`src/rtl/stepper_move_ctrl_if.sv`:
```
// Command/status bundle between the move sequencer and its user logic.
// Field names match the original flat port list.
interface stepper_move_ctrl_if #(
    parameter int unsigned CNT_W = 8,
    parameter int unsigned DIV_W = 8,
    parameter int unsigned POS_W = 16
);
    logic             start;
    logic             dir;
    logic [CNT_W-1:0] steps;
    logic [DIV_W-1:0] period;
    logic             abort;
    logic             step_en;
    logic             UpDown;
    logic             busy;
    logic             done;
    logic             aborted;
    logic [1:0]       phase;
    logic [POS_W-1:0] position;

    modport master (
        output start, dir, steps, period, abort,
        input  step_en, UpDown, busy, done, aborted, phase, position
    );

    modport slave (
        input  start, dir, steps, period, abort,
        output step_en, UpDown, busy, done, aborted, phase, position
    );
endinterface

```
`src/rtl/stepper_move_ctrl.sv`:
```
// Move sequencer for the 2-bit up/down stepper phase counter: issues paced step
// strobes, mirrors the counter phase and tracks a signed absolute position.
module stepper_move_ctrl #(
    parameter int unsigned CNT_W = 8,
    parameter int unsigned DIV_W = 8,
    parameter int unsigned POS_W = 16
) (
    input logic                stepClk,
    input logic                reset,
    stepper_move_ctrl_if.slave bus
);

    typedef enum logic [1:0] {IDLE, RUN, DONE} state_t;

    state_t           state_q;
    logic [CNT_W-1:0] rem_q;
    logic [DIV_W-1:0] div_q;
    logic [DIV_W-1:0] per_q;
    logic             step_en_q;
    logic             updown_q;
    logic             done_q;
    logic             aborted_q;
    logic             abort_hit_q;
    logic [1:0]       phase_q, phase_d;
    logic [POS_W-1:0] pos_q, pos_d;
    logic [DIV_W-1:0] per_acc;

    always_comb begin
        per_acc = (bus.period == '0) ? DIV_W'(1) : bus.period;
    end

    // Phase/position follow the strobe one edge later, exactly as the counter does.
    always_comb begin
        phase_d = phase_q;
        pos_d   = pos_q;
        if (step_en_q) begin
            if (updown_q) begin
                phase_d = phase_q - 2'd1;
                pos_d   = pos_q - POS_W'(1);
            end else begin
                phase_d = phase_q + 2'd1;
                pos_d   = pos_q + POS_W'(1);
            end
        end
    end

    always_ff @(posedge stepClk) begin
        if (!reset) begin
            state_q     <= IDLE;
            rem_q       <= '0;
            div_q       <= '0;
            per_q       <= '0;
            step_en_q   <= 1'b0;
            updown_q    <= 1'b0;
            done_q      <= 1'b0;
            aborted_q   <= 1'b0;
            abort_hit_q <= 1'b0;
            phase_q     <= '0;
            pos_q       <= '0;
        end else begin
            phase_q   <= phase_d;
            pos_q     <= pos_d;
            done_q    <= 1'b0;
            step_en_q <= 1'b0;
            unique case (state_q)
                IDLE: begin
                    if (bus.start) begin
                        updown_q    <= bus.dir;
                        rem_q       <= bus.steps;
                        per_q       <= per_acc;
                        div_q       <= per_acc - DIV_W'(1);
                        aborted_q   <= 1'b0;
                        abort_hit_q <= 1'b0;
                        state_q     <= (bus.steps != '0) ? RUN : DONE;
                    end
                end
                RUN: begin
                    if (bus.abort) begin
                        abort_hit_q <= 1'b1;
                        state_q     <= DONE;
                    end else if (div_q != '0) begin
                        div_q <= div_q - DIV_W'(1);
                    end else begin
                        step_en_q <= 1'b1;
                        div_q     <= per_q - DIV_W'(1);
                        rem_q     <= rem_q - CNT_W'(1);
                        if (rem_q == CNT_W'(1)) begin
                            state_q <= DONE;
                        end
                    end
                end
                DONE: begin
                    done_q    <= 1'b1;
                    aborted_q <= abort_hit_q;
                    state_q   <= IDLE;
                end
                default: state_q <= IDLE;
            endcase
        end
    end

    assign bus.step_en  = step_en_q;
    assign bus.UpDown   = updown_q;
    assign bus.busy     = (state_q != IDLE);
    assign bus.done     = done_q;
    assign bus.aborted  = aborted_q;
    assign bus.phase    = phase_q;
    assign bus.position = pos_q;

endmodule

```
`src/flat_wrapper.sv`:
```
// flat-port wrapper written by rule: the top's interface ports become plain ports
module stepper_move_ctrl_flat 
#(
    parameter int unsigned CNT_W = 8,
    parameter int unsigned DIV_W = 8,
    parameter int unsigned POS_W = 16
)
  (stepClk, reset, bus_start, bus_dir, bus_steps, bus_period, bus_abort, bus_step_en, bus_UpDown, bus_busy, bus_done, bus_aborted, bus_phase, bus_position);
  stepper_move_ctrl_if #(.CNT_W(CNT_W), .DIV_W(DIV_W), .POS_W(POS_W)) bus_i ();
  input logic stepClk;
  input logic reset;
  input wire logic [$bits(bus_i.start)-1:0] bus_start;
  input wire logic [$bits(bus_i.dir)-1:0] bus_dir;
  input wire logic [$bits(bus_i.steps)-1:0] bus_steps;
  input wire logic [$bits(bus_i.period)-1:0] bus_period;
  input wire logic [$bits(bus_i.abort)-1:0] bus_abort;
  output wire logic [$bits(bus_i.step_en)-1:0] bus_step_en;
  output wire logic [$bits(bus_i.UpDown)-1:0] bus_UpDown;
  output wire logic [$bits(bus_i.busy)-1:0] bus_busy;
  output wire logic [$bits(bus_i.done)-1:0] bus_done;
  output wire logic [$bits(bus_i.aborted)-1:0] bus_aborted;
  output wire logic [$bits(bus_i.phase)-1:0] bus_phase;
  output wire logic [$bits(bus_i.position)-1:0] bus_position;
  assign bus_i.start = bus_start;
  assign bus_i.dir = bus_dir;
  assign bus_i.steps = bus_steps;
  assign bus_i.period = bus_period;
  assign bus_i.abort = bus_abort;
  assign bus_step_en = bus_i.step_en;
  assign bus_UpDown = bus_i.UpDown;
  assign bus_busy = bus_i.busy;
  assign bus_done = bus_i.done;
  assign bus_aborted = bus_i.aborted;
  assign bus_phase = bus_i.phase;
  assign bus_position = bus_i.position;
  stepper_move_ctrl #(.CNT_W(CNT_W), .DIV_W(DIV_W), .POS_W(POS_W)) u_core (.stepClk(stepClk), .reset(reset), .bus(bus_i));
endmodule
```
`config.mk`:
```
export PLATFORM = sky130hd
export DESIGN_NAME = stepper_move_ctrl_flat
export DESIGN_NICKNAME = d
export VERILOG_FILES = /design/src/rtl/stepper_move_ctrl_if.sv /design/src/rtl/stepper_move_ctrl.sv /design/src/flat_wrapper.sv
export SDC_FILE = /design/constraint.sdc
export NUM_CORES = 1
export LEC_CHECK = 0
export CORE_ASPECT_RATIO = 1.2
export CORE_MARGIN = 3
export CORE_UTILIZATION = 25
export CTS_BUF_LIST = sky130_fd_sc_hd__clkbuf_8 sky130_fd_sc_hd__clkbuf_16
export CTS_CLUSTER_SIZE = 24
export DETAILED_ROUTE_END_ITERATION = 8
export PLACE_DENSITY_LB_ADDON = 0.05
export SETUP_SLACK_MARGIN = 0.4
export SYNTH_ARGS = -nofsm -noshare
export SYNTH_HDL_FRONTEND = slang
export SYNTH_SLANG_ARGS = --single-unit
```
`constraint.sdc`:
```
create_clock -name stepClk -period 7.2 [get_ports stepClk]
set_clock_uncertainty 0.2 [all_clocks]
set_input_delay 1.08 -clock stepClk [delete_from_list [all_inputs] [get_ports stepClk]]
set_output_delay 1.08 -clock stepClk [all_outputs]
set_load 0.1 [all_outputs]
```
==> results <==
- A synthesized cell averages 8.33 um2.
- The power density of the placed cells is 234 mW/mm2.
- The number of flip-flops and latches in the synthesized netlist is 49.
- The die covers 0.0136 mm2.
- At the end of routability-driven placement, the weighted congestion stood at 0.778.
- The kind of cell with the highest combined delay along the critical path is buffers and inverters.
- Overall power consumption after layout is estimated at 0.890 mW.
- The initial antenna violation count is 0.
- In this run the standard cell core region covers 0.0117 mm2.
- The cts-stage hold buffer count is 0.
- Row generation in the floorplan step produced 43 rows.
- The starting utilization of the core area is 26.1%.
- TritonCTS built the clock tree.
- After detailed routing, the total wire length is 8.17 mm.
- In this run, CTS created clock tree buffers numbering 5.
- Setup violations remaining at the end of the flow were counted as 0.
- The global-route wire length before repair is 14.0 mm.
- The net switching component of the power is 0.314 mW.
- The sort of element at the start of the critical path is a register.
- The top-level I/O count is 44.
- The number of sinks on the clock net is 49.
- The class of the most critical hold timing path is reg -> reg.
- The portion of the clock cycle consumed by the worst path in the final layout is 52.1%.
- The number of maximum-capacitance constraint violations is 0.
- The number of remaining DRC errors is 0.
- Summed over all instances, the cell type with the most area after synthesis is dfxtp_1.
- The part of the Yosys area used for sequential elements is 32.1%.
- The residual antenna-violating net count after detailed routing is 0.
- The share of total power dissipated in combinational logic is 31.0%.
- Global routing consumed, on the met1 layer, 16.4% of the routing resources.
- The slowest stage of the critical path belongs to the cell clkdlybuf4s50_1.
- After detailed routing, the number of vias per cell comes to 4.81.
- By area the synthesized netlist is led by dfxtp_1, ha_1, nand2_1, nor2_1, a21oi_1.
- The average wire per cell in the routed design is 14.5 um.
- The warning count from the yosys run is 0.
- The end-of-flow core utilization is 32.4%.
- The depth of the CTS H-tree is 2.
- The horizontal extent of the die is 107 um.
- The category of the most critical setup path is reg -> out.
- The data required time at the worst endpoint is 5.92 ns.
- The netlist area before placement is 0.00306 mm2.
- On the final layout, the worst hold slack is 0.271 ns.
- Data arrives at the worst endpoint at 2.47 ns.
- The net switching fraction of the power is 35.3%.
- In this run the clock root is driven by a clkbuf_16.
- The count of endpoints failing hold in the final timing report is 0.
- After filler insertion, the fill cell instance count of the layout stands at 1276.
- The final count of pins violating max slew was 0.
- Setup repair after global routing left no endpoint under its margin.
- Derived from the worst setup path, the maximum achievable clock frequency is 267 MHz.
- The proportion of power drawn by the clock network is 31.5%.
- After legalization and detailed placement, the total HPWL measured 5.95 mm.
- The accumulated negative setup slack is 0 ns.
- The final net count is 444.
- Entering global routing, the biggest net connects 44 pins.
- The repair_antennas step left the layout with diodes totalling 0.
- Counting flops with an async set or reset pin after synthesis yields a share of 0%.
- The most numerous cell in the Yosys netlist is dfxtp_1.
- The number of global-route vias before repair is 2774.
- Before antenna repair, the detailed router went through 4 iterations.
- The area of all placed cells without fillers is 0.00380 mm2.
- The worst setup path is captured at a primary output.
- The height of the die is 127 um.
- Post-CTS repair changed the size of 0 cells.
- The net count after synthesis is 406.
- IR analysis of the VDD net gives a maximum drop of 0.0000943 V.
- Summing over every cut layer, the via total after detailed routing is 2706.
- During placement, the flow inserted port buffers numbering 43.
- The count of mapped cells out of synthesis is 367.
- The total placed instance area is 0.00363 mm2.
- Counting instances in the post-synthesis netlist gives the leading cell types as dfxtp_1, nand2_1, nor2_1.
- For this run, global-route usage on met3 was measured as 2.63%.
- The total overflow left after global routing is 0.
- The area growth from synthesis to final layout is 24.5%.
- The finished layout holds 563 standard cells, fillers aside.
- The most used flip-flop cell after synthesis is dfxtp_1.
- The number of post-CTS setup repair buffers is 0.
- Walking the worst path, the cells encountered are clkdlybuf4s50_1.
- The smallest setup slack after layout is 3.45 ns.
- In this run, the number of DRC markers left after iteration 0 of detailed routing was 72.
- The source-to-sink clock delay at the later pin of the worst-skew pair is 0.29 ns.
- The distinct cell type count after synthesis is 64.
- Cell internal power was estimated by the tool at 0.576 mW.
- The flow ran to the end, and the final reports show no timing, DRC or antenna violations.
- The number of enable-type register cells in the synthesized netlist is 0.
- The met2 layer usage reported by global route is 21.4%.
- The number of buffers between clock root and the deepest sink is 2.
- The number of placed instances, taps included, is 555.
- The placement-stage worst setup slack is 3.44 ns.
- After clock tree synthesis, the clock-pin slew on the worst setup and hold paths is 0.07 ns.
- The worst max-slew margin expressed relative to the limit is 32.4%.
- The top cell type's share of synthesized area is 32.1%.
- Summed over all cells, the static leakage comes to 1.45 nW.
- The maximum fanout along the worst path is 21.
- The routed design could run at a clock period as short as 3.75 ns.
- The share of total power dissipated in sequential elements is 37.5%.
- In this design, the stage delay of the slowest critical-path cell is 1.28 ns.
- The layer with the highest usage is met2.
- The global-route total usage across every layer is 12.9%.
- At the pin with the least slew margin, the transition time is 1.01 ns.
- The number of buffer and inverter instances along the worst setup path is 1.
- The share of cells above drive strength 1 is 5.42%.
-- per-layer routing --
metal  wire length (um)  part of all wire [%]  vias up
li1                   -                     -     1389
met1               3810                    47     1257
met2               3910                    48       51
met3                298                   3.6        9
met4                155                   1.9        0
met5                  0                     0        -
-- registers in the layout (all words and copies together), names as in the netlist --
register and count:
u_core.abort_hit_q 1, u_core.bus.UpDown 1, u_core.bus.aborted 1, u_core.bus.done 1, u_core.bus.phase 2, u_core.bus.position 16, u_core.bus.step_en 1, u_core.div_q 8
u_core.per_q 8, u_core.rem_q 8, u_core.state_q 2
-- kinds of logic after synthesis --
| family | share of synthesized area, % |
|---|---|
| AND/OR/NAND/NOR | 23.6 |
| XOR/XNOR | 5.16 |
| buffers and inverters | 3.52 |
| multiplexers | 4.10 |
| adder cells (fa/ha/maj) | 7.62 |
| flip-flops | 32.1 |
| AO/OA/AOI/OAI | 23.9 |
-- final timing paths --
| kind | from | end | slack, ns | cells past startpoint |
|---|---|---|---|---|
| worst min-delay path | u_core.per_q[6] | u_core.per_q[6] | 0.27 | 2 |
| worst max-delay path | u_core.bus.UpDown | bus_UpDown | 3.45 | 1 |
| worst max register to register | u_core.bus.UpDown | u_core.bus.position[14] | 4.03 | 9 |
| worst min register to register | u_core.per_q[6] | u_core.per_q[6] | 0.27 | 2 |
-- cell type report --
class                   instances  area [um2]  share of cell area, %
multi-input cells             293        1970                   51.7
inverters                      11        41.3                   1.09
flip-flops and latches         49         981                   25.8
repair buffers                 45         445                   11.7
clock buffers                   6         139                   3.65
clock inverters                 2        33.8                  0.888
well taps                     157         196                   5.16
-- placed cells by master, fill, tap and decap left out, drive strengths merged, types with 11 or more instances in the layout --
| cell | n |
|---|---|
| mux2i | 11 |
| nor3 | 11 |
| xnor2 | 12 |
| a21oi | 24 |
| clkdlybuf4s50 | 43 |
| o21ai | 22 |
| inv | 12 |
| nor2 | 34 |
| dfxtp | 49 |
| nand2 | 45 |
| ha | 17 |
-- power by group through the flow --
stage	clock network, mW	registers (mW)	logic (mW)
2_1_floorplan	0	0.348	0.201
3_3_place_gp	0	0.340	0.279
3_5_place_dp	0	0.340	0.278
4_1_cts	0.297	0.334	0.279
5_1_grt	0.306	0.339	0.310
6_report	0.281	0.333	0.276
Power figures use the tool's default switching activity.
==> variant: new RTL, same settings <==
`DIV_W` is set to 8 in 3 places; all go to 10.
--- a/src/rtl/stepper_move_ctrl_if.sv
+++ b/src/rtl/stepper_move_ctrl_if.sv
@@ -2,7 +2,7 @@
 // Field names match the original flat port list.
 interface stepper_move_ctrl_if #(
     parameter int unsigned CNT_W = 8,
-    parameter int unsigned DIV_W = 8,
+    parameter int unsigned DIV_W = 10,
     parameter int unsigned POS_W = 16
 );
     logic             start;
--- a/src/rtl/stepper_move_ctrl.sv
+++ b/src/rtl/stepper_move_ctrl.sv
@@ -2,7 +2,7 @@
 // strobes, mirrors the counter phase and tracks a signed absolute position.
 module stepper_move_ctrl #(
     parameter int unsigned CNT_W = 8,
-    parameter int unsigned DIV_W = 8,
+    parameter int unsigned DIV_W = 10,
     parameter int unsigned POS_W = 16
 ) (
     input logic                stepClk,
--- a/src/flat_wrapper.sv
+++ b/src/flat_wrapper.sv
@@ -2,7 +2,7 @@
 module stepper_move_ctrl_flat 
 #(
     parameter int unsigned CNT_W = 8,
-    parameter int unsigned DIV_W = 8,
+    parameter int unsigned DIV_W = 10,
     parameter int unsigned POS_W = 16
 )
   (stepClk, reset, bus_start, bus_dir, bus_steps, bus_period, bus_abort, bus_step_en, bus_UpDown, bus_busy, bus_done, bus_aborted, bus_phase, bus_position);
Ports: changed (resized bus_period); port bits go from 44 to 46. No check against the original RTL was run, so the function may have changed too.
==> variant against the unedited design <==
  * Synthesized cell count increased by 7.4%
  * Critical path type unchanged
  * Via count is 8.1% higher
  * Non-clock buffer count rose by 4
  * Routed wire length grew 13%
  * Critical endpoint unchanged
  * First-iteration DRC count grew 25%
  * Design area is 6.3% higher
  * Synthesized area grew 6.2%
  * Critical path depth stayed put
  * Cell count increased by 5.5%
  * Setup slack better by 0.035 ns
  * Sequential cell count grew 4
  * Clock power up 13%
  * Power is 10% higher
==> variant: results (changes against the unedited design) <==
outcome: "finished, final reports clean"  # unchanged
max-clock-path-buffers: 2  # unchanged
drt_pass1_iterations: 6  # was 4
cpPeakStageDelay_ns: 1.27
clock_latency_ns: 0.30
cts_buffers: 5  # unchanged
layout-drive-gt1-share_pct: 8.314  # was 5.419%
track_usage_pct: 13.54  # was 12.85%
clockRootBuffer: "clkbuf_16"  # unchanged
p_int_uw: 634.5  # was 576.3 uW
sequentialPower_uw: 363  # was 333 uW
hp-class: "flop to flop"  # unchanged
largest_reg_flops: 16  # unchanged
cp_max_fo: 19  # was 21
synth.net_count: 435  # was 406
hpwlAfterDp_mm: 6.561  # was 5.949 mm
grt_pass1_vias: 2894  # was 2774
ys_warn_count: 0  # unchanged
ir_drop_mv: 0.09885  # was 0.09426 mV
antennaDiodeCount: 0  # unchanged
drv_slew: 0  # unchanged
io_buffers: 45  # was 43
cts_resized: 0  # unchanged
viasPerCell: 4.924  # was 4.806
clk_pin_slew_ns: 0.07  # about the same
clkPwrFrac_pct: 32.3  # was 31.5%
hp-start: "u_core.per_q[1]"  # was u_core.per_q[6]
pre_cts_ws_ns: 3.659  # was 3.435 ns
tns_ns: 0  # unchanged
post-cts-setup-buffers: 0  # unchanged
yosysSeqAreaShare_pct: 32.69  # was 32.10%
filler_cell_count: 1321  # was 1276
netlist_top_cells_area: "dfxtp_1, ha_1, a21oi_1"  # was dfxtp_1, ha_1, nand2_1
wirelength_mm: 9.255  # was 8.173 mm
grt_max_degree: 35  # was 44
synthTopCellsByCount: "dfxtp_1, nor2_1, nand2_1, a21oi_1, o21ai_0"  # was dfxtp_1, nand2_1, nor2_1, a21oi_1, ha_1
timing.rr.start: "u_core.bus.UpDown"  # unchanged
crit_slowest_cell: "clkdlybuf4s50_1"  # unchanged
synth_cell_types: 61  # was 64
grt_pass1_wl_mm: 15.14  # was 14.03 mm
worst-setup-path-type: "flop to output pin"  # unchanged
nets: 473  # was 444
drt_iter0_drc: 90  # was 72
leakage_uw: 0.001494  # was 0.001450 uW
tightestPinTransition_ns: 0.9694  # was 1.012 ns
worstPathArrival_ns: 2.43  # was 2.47 ns
gp_congestion: 0.8034  # was 0.7778
cp_top_family: "buffers and inverters"  # unchanged
async_reset_ff_share_pct: 0  # unchanged
variant: cell types whose count changed after synthesis, moves of 4 or more:
cell      change
a21boi_0      -8
a21o_1        -4
a21oi_1      +13
a41oi_1       +9
dfxtp_1       +4
nor2_1       +14
nor2b_1       -8
o21ai_0       +4
variant: worst paths after layout:
path / slack (ns) / to / cells after the start
worst max-delay path: 3.49 / bus_UpDown / 1
worst min-delay path: 0.26 / u_core.per_q[1] / 2
worst max register to register: 3.96 / u_core.bus.position[12] / 8
worst min register to register: 0.26 / u_core.per_q[1] / 2
variant: stage by stage:
stage / cell area [um2] / power [uW] / cells
floorplan: 3246 / 590.7 / 394
global placement: 3855 / 676.6 / 586
detailed placement: 3855 / 675.0 / 586
CTS: 4045 / 1002 / 594
global route: 4045 / 1045 / 594
finish: 4045 / 982.6 / 594
variant: logic make-up (layout without fill, tap and decap cells):
kind of cell               count (synthesis)  after routing  share of synthesized area, %
and+or+nand+nor                          140            140                         21.59
muxes                                      9              9                         2.814
xor gates and xnor gates                  20             20                         5.397
buffers and inverters                     31             70                         3.894
DFF                                       53             53                         32.69
AOI/OAI and AO/OA                        123            123                         26.45
adders and majority gates                 18             18                         7.170
variant: per-layer routing:
layer  track usage [%]  up-vias  share of wire (%)
met2             23.46       39                 50
met1             17.02     1371                 46
met4             4.255        0                1.4
met3             2.260        9                2.7
li1                  -     1506                  -
met5                 0        -                  0
variant: cell type report:
cell class / count / share of cell area, %
clock buffers: 5 / 3.093
clock inverters: 3 / 1.608
well taps: 161 / 4.980
repair buffers: 49 / 11.88
multi-input cells: 310 / 51.01
flip-flops and latches: 53 / 26.23
inverters: 13 / 1.206
